$ cat config.mk
export PLATFORM = sky130hd
export DESIGN_NAME = ahb_input_stage_ble
export DESIGN_NICKNAME = d
export VERILOG_FILES = /design/src/rtl/ahb_ble_pkg.sv /design/src/rtl/ahb_input_stage_ble.sv
export SDC_FILE = /design/constraint.sdc
export NUM_CORES = 1
export LEC_CHECK = 0
export BUFFER_PORTS_ARGS = -buffer_cell sky130_fd_sc_hd__buf_4
export CORE_ASPECT_RATIO = 1.75
export CORE_UTILIZATION = 50
export DETAILED_ROUTE_END_ITERATION = 10
export HOLD_SLACK_MARGIN = 0.15
export MAX_ROUTING_LAYER = met4
export PLACE_DENSITY = 0.81
export SETUP_SLACK_MARGIN = 0.1
export SYNTH_ARGS = -nofsm -noshare
export SYNTH_HDL_FRONTEND = slang
export SYNTH_SLANG_ARGS = --single-unit
$ cat constraint.sdc
create_clock -name HCLK -period 1.8 [get_ports HCLK]
set_clock_uncertainty 0.1 [all_clocks]
set_input_delay 0.45 -clock HCLK [delete_from_list [all_inputs] [get_ports HCLK]]
set_output_delay 0.45 -clock HCLK [all_outputs]
set_load 0.05 [all_outputs]
$ cat src/rtl/ahb_ble_pkg.sv
// Shared AHB encodings and the address/control bundle used by the BLE input stage.
package ahb_ble_pkg;

    localparam logic [1:0] HTRANS_IDLE   = 2'b00;
    localparam logic [1:0] HTRANS_BUSY   = 2'b01;
    localparam logic [1:0] HTRANS_NONSEQ = 2'b10;
    localparam logic [1:0] HTRANS_SEQ    = 2'b11;

    localparam logic HRESP_OKAY  = 1'b0;
    localparam logic HRESP_ERROR = 1'b1;

    typedef struct packed {
        logic        sel;
        logic [31:0] addr;
        logic [1:0]  trans;
        logic        write;
        logic [2:0]  size;
        logic [2:0]  burst;
        logic [3:0]  prot;
        logic [3:0]  master;
        logic        mastlock;
    } ahb_ctrl_t;

    // NONSEQ and SEQ both have bit 1 set; IDLE and BUSY never request.
    function automatic logic trans_is_active(input logic [1:0] trans);
        return trans[1];
    endfunction

endpackage

$ cat src/rtl/ahb_input_stage_ble.sv
// AHB input stage: passes a master's address phase straight through when granted,
// otherwise holds it and stalls the master until the output stage takes it.
module ahb_input_stage_ble
    import ahb_ble_pkg::*;
(
    input  logic        HCLK,
    input  logic        HRESET,
    input  logic        HSELS,
    input  logic [31:0] HADDRS,
    input  logic [1:0]  HTRANSS,
    input  logic        HWRITES,
    input  logic [2:0]  HSIZES,
    input  logic        HMASTLOCKS,
    input  logic [2:0]  HBURSTS,
    input  logic [3:0]  HPROTS,
    input  logic [3:0]  HMASTERS,
    input  logic        HREADYS,
    output logic        HREADYOUTS,
    output logic        HRESPS,
    output logic        sel_ip,
    output logic [31:0] addr_ip,
    output logic [1:0]  trans_ip,
    output logic        write_ip,
    output logic [2:0]  size_ip,
    output logic [2:0]  burst_ip,
    output logic [3:0]  prot_ip,
    output logic [3:0]  master_ip,
    output logic        mastlock_ip,
    output logic        held_tran_ip,
    input  logic        active_ip,
    input  logic        readyout_ip,
    input  logic        resp_ip
);

    ahb_ctrl_t live_ctrl;
    ahb_ctrl_t hold_ctrl;
    ahb_ctrl_t out_ctrl;
    logic      pend;
    logic      dphase;
    logic      trans_req;
    logic      grant_rdy;
    logic      accept;

    assign live_ctrl = '{sel:      HSELS,
                         addr:     HADDRS,
                         trans:    HTRANSS,
                         write:    HWRITES,
                         size:     HSIZES,
                         burst:    HBURSTS,
                         prot:     HPROTS,
                         master:   HMASTERS,
                         mastlock: HMASTLOCKS};

    assign trans_req    = HSELS & trans_is_active(HTRANSS) & HREADYS;
    assign grant_rdy    = active_ip & readyout_ip;
    assign held_tran_ip = pend | (HSELS & trans_is_active(HTRANSS));
    assign accept       = grant_rdy & held_tran_ip;

    always_ff @(posedge HCLK) begin
        if (HRESET) begin
            pend      <= 1'b0;
            dphase    <= 1'b0;
            // NOTE: the holding register is cleared too so a reset never leaves stale control visible.
            hold_ctrl <= '0;
        end else begin
            // NOTE: non-blocking everywhere here so every flop sees pre-edge values of the others.
            if (trans_req)
                hold_ctrl <= live_ctrl;
            pend   <= pend ? ~grant_rdy : (trans_req & ~grant_rdy);
            // An accept coinciding with data-phase completion keeps dphase high: no bubble.
            dphase <= accept ? 1'b1 : (readyout_ip ? 1'b0 : dphase);
        end
    end

    assign out_ctrl = pend ? hold_ctrl : live_ctrl;

    assign sel_ip      = out_ctrl.sel;
    assign addr_ip     = out_ctrl.addr;
    assign trans_ip    = out_ctrl.trans;
    assign write_ip    = out_ctrl.write;
    assign size_ip     = out_ctrl.size;
    assign burst_ip    = out_ctrl.burst;
    assign prot_ip     = out_ctrl.prot;
    assign master_ip   = out_ctrl.master;
    assign mastlock_ip = out_ctrl.mastlock;

    assign HREADYOUTS = pend ? 1'b0 : (dphase ? readyout_ip : 1'b1);
    assign HRESPS     = dphase ? resp_ip : HRESP_OKAY;

endmodule

Word-level counts from Yosys, hierarchy flattened. Cells that the tools add are included.

Multiply operators: 0. Shift-type cells: 0. Bitwise operators: 7. Multiplexer cells: 7. Reductions and logical operators: 1. Order comparisons: 0. Add/subtract/negate cells: 0. Div/mod/pow operators: 0. Equality and inequality tests: 0.

Operator list (count): $mux W51 (1); $mux W1 (6); $and A1 B1 Y1 (5); $reduce_bool A2 Y1 (1); $not A1 Y1 (1); $or A1 B1 Y1 (1).

Output and inout port bits: 54. Memories: 0. Register bits after elaboration: 53. Bits in latches: 0. Input port bits: 57. RAM bits: 0. ROM bits: 0.

Longest topological paths before layout.
Word-level depth: 4. Gate-level depth with buffers: 4.

Least setup slack after synthesis. Ideal clock, no wire load.

Kind: register to output. Start point: reg pend. End point: out HREADYOUTS. Data required time: 1250 ps. Path slack: -120 ps. Cell stages (with the launch flop): 4. Data arrival time: 1370 ps. Path through: dfxtp_1 buf_2 buf_4 a21oi_1.

Word-level cells in the longest chain between the ends: 1.

RTL lines: from (decl) (RTL line ahb_input_stage_ble.sv:38) `logic pend;`; from (signal assigned) (RTL line ahb_input_stage_ble.sv:69) `pend <= pend ? ~grant_rdy : (trans_req & ~grant_rdy);`; $mux W1 (RTL line ahb_input_stage_ble.sv:87) `assign HREADYOUTS = pend ? 1'b0 : (dphase ? readyout_ip : 1'b1);`; to (decl) (RTL line ahb_input_stage_ble.sv:18) `output logic HREADYOUTS,`.

No other way between the ends.

Final worst setup path.
Start point: reg pend. End point: out addr_ip[5].

Word-level cells in the longest chain between the ends: 1.

RTL lines: $mux W51 (RTL line ahb_input_stage_ble.sv:75) `assign out_ctrl = pend ? hold_ctrl : live_ctrl;`; to (decl) (RTL line ahb_input_stage_ble.sv:21) `output logic [31:0] addr_ip,`.

No other way between the ends.

==> qor.txt <==
Vias per cell: 5.000
Synth warnings: 0
Fin crit share: 109.7%
Fmax: 506.6 MHz
Synth async-reset ratio: 0%
Post-synthesis cell count: 286
Placed Area: 3890 um^2
Total negative setup slack: -7.656 ns
Final instance area: 4340 um^2
Vias in the first global route: 2230
Via count: 2340
Commonest non-fill, non-tap cells in the layout: nand2b_1, buf_4, dfxtp_1
RR Startpoint: pend
Comb pwr share: 30.1%
Setup CP Type: reg2out
Reg2reg path depth: 3
Status: complete, but fails checks
Clk_lat worst skew: 0.30 ns
Sw Ratio: 29.33%
Clk pwr share: 30.2%
Max Slew Vio Count: 0
Worst hold path endpoint: dphase
Normalized max-slew margin: 74.08%
Drt first pass iters: 4
Peak VDD IR: 0.5688 mV
EDFF count, synth: 0
LEAKAGE: 0.001790 uW
CP required: 1.25 ns
Synth unique cells: 17
Sequential power share: 39.7%
Post-route insts no fill: 468
NumNets Final: 446
Worst hold stages: 2
Layout cells sized above 1: 46.41%
Post-synthesis sequential area ratio: 35.11%
Post-synthesis adder-cell area fraction: 0%
Net count after synthesis: 343
Syn_area_per_cell: 10.57 um^2
RR Endpoint: dphase
Die X: 60.77 um
Largest net degree at the start of global routing: 50
Die Y: 104.8 um
Final WS setup: -0.1741 ns
Commonest non-fill, non-tap cell in the layout: nand2b_1
CTS tree: built
Cts hold-fix bufs: 0
Port-buffer cells: 110
Total global routing overflow: 0
Placer Congestion: 0.7462
# H-tree levels: 2
Final Setup Violations: 51
Dpl hpwl: 4296 um
RSZ-0062 raised after global routing: true
Period minus WS final: 1.974 ns
Postcts setup bufs: 0
GRT Overall Usage: 20.25%
Core Box Area: 5833 um^2
Clock root cell: clkbuf_8
Crit path from: pend
Hold Crit Class: in2reg
Largest family of logic cells by synthesized area: multiplexers
Power density cells: 717.9 nW/um^2
DRC viols: 0
Violated checks: negative setup slack
Num ports: 111
N_diodes: 0
Worst slew pin tran: 0.3888 ns
Fin. Hold Viols: 0
Crit-path max FO: 7
DIE AREA: 6370 um^2
Startpoint types: flip-flop
TritonCTS buffer count: 5
CTS clk-pin slew, worst paths: 0.09 ns
DRT Wirelength: 6477 um
Seq cells post-synth: 53
Synth Cell Area: 3022 um^2
CP arrival: 1.42 ns
R2R setup slack: 0.62 ns
FP Rows: 37
DR iter-0 viols: 82
Final antenna-violating net count: 0
Power Internal: 2202 uW
Min Hold Slack: 0.2906 ns
Synth Area in Compound Gates: 1.656%
Multiplexer share of the synthesized area: 35.24%
Starting density of the core: 51.80%
DP Cell Count: 458
First-pass GRT wire length: 9867 um
# clock sinks: 53
Layout area overhead: 43.64%
Ys flop type: dfxtp_1
Post-detailed-route wirelength per cell: 13.84 um
Worst-case clock buffer depth: 2
Synth Area in XOR/XNOR: 0%
CP endpoint kind: primary output
Sw power: 913.8 uW
Initial antenna violation count: 0
Post-synthesis simple-gate area fraction: 21.12%
Max-cap violation count: 0
Hold path start: active_ip
## worst max-delay path, stage by stage (launching register included)
cell	delay, ns
dfxtp_4	0.44
clkbuf_16	0.19
mux2_2	0.34
buf_6	0.15
## Yosys cell counts, types with 2 or more instances
library cell  count  area, um^2
mux2i_1          49       490.5
dfxtp_1          53        1061
nand2b_1         98       613.1
inv_1             2       7.510
a21oi_1           2       10.01
buf_4             5       37.54
o21a_1            3       22.52
clkbuf_1         10       37.54
buf_2             2       10.01
buf_12            5       100.1
mux2_2           51       574.3
## sequential cells by signal, summed over array words and instances (netlist names)
register,count
dphase,1
hold_ctrl,51
pend,1
## area by class of cell
class | instances | area (um^2)
clock buffer | 5 | 68.82
tap | 78 | 97.59
multi-input combinational | 208 | 1805
inverter | 2 | 7.507
sequential | 53 | 1065
fill | 429 | 1493
clock inverter | 3 | 65.06
timing repair buffer | 119 | 1231
## cell families after synthesis
group	after synthesis
AO/OA/AOI/OAI	7
buffers and inverters	25
multiplexers	100
AND/OR/NAND/NOR	101
flip-flops	53
## what timing repair did
action | 4_1_cts | 5_1_grt
gates resized for setup | 54 | 21
endpoints found under the hold margin | 0 | 0
setup endpoints to repair | 52 | 53
gates cloned | 0 | 2
## power groups by stage
stage	combinational, uW	sequential [uW]	clock (uW)
finish	937	1240	940
global route	984	1240	1000
CTS	907	1240	966
detailed placement	837	1260	0
global placement	827	1260	0
floorplan	579	1250	0
## metrics by stage
step / setup WS, ns / power, uW / utilization [%]
global placement: 0.1122 / 2090 / 66.69
floorplan: 0.1545 / 1834 / -
finish: -0.1741 / 3116 / 74.41
global route: -0.2156 / 3229 / 74.41
CTS: -0.1811 / 3110 / 72.44
detailed placement: 0.1008 / 2101 / 66.69
## how the worst max path moves through the flow
stage	to	depth (start not counted)
6_report	addr_ip[5]	3
5_1_grt	addr_ip[1]	3
4_1_cts	burst_ip[1]	3
3_5_place_dp	burst_ip[1]	3
3_3_place_gp	mastlock_ip	3
2_1_floorplan	addr_ip[23]	3
## per-layer routing
metal	track usage [%]	wire [um]	part of all wire, %
met5	-	0	0
met4	6.494	51	0.79
met3	2.351	228	3.5
met2	36.11	3666	57
met1	22.38	2531	39
(Power assumes the default switching activity.)
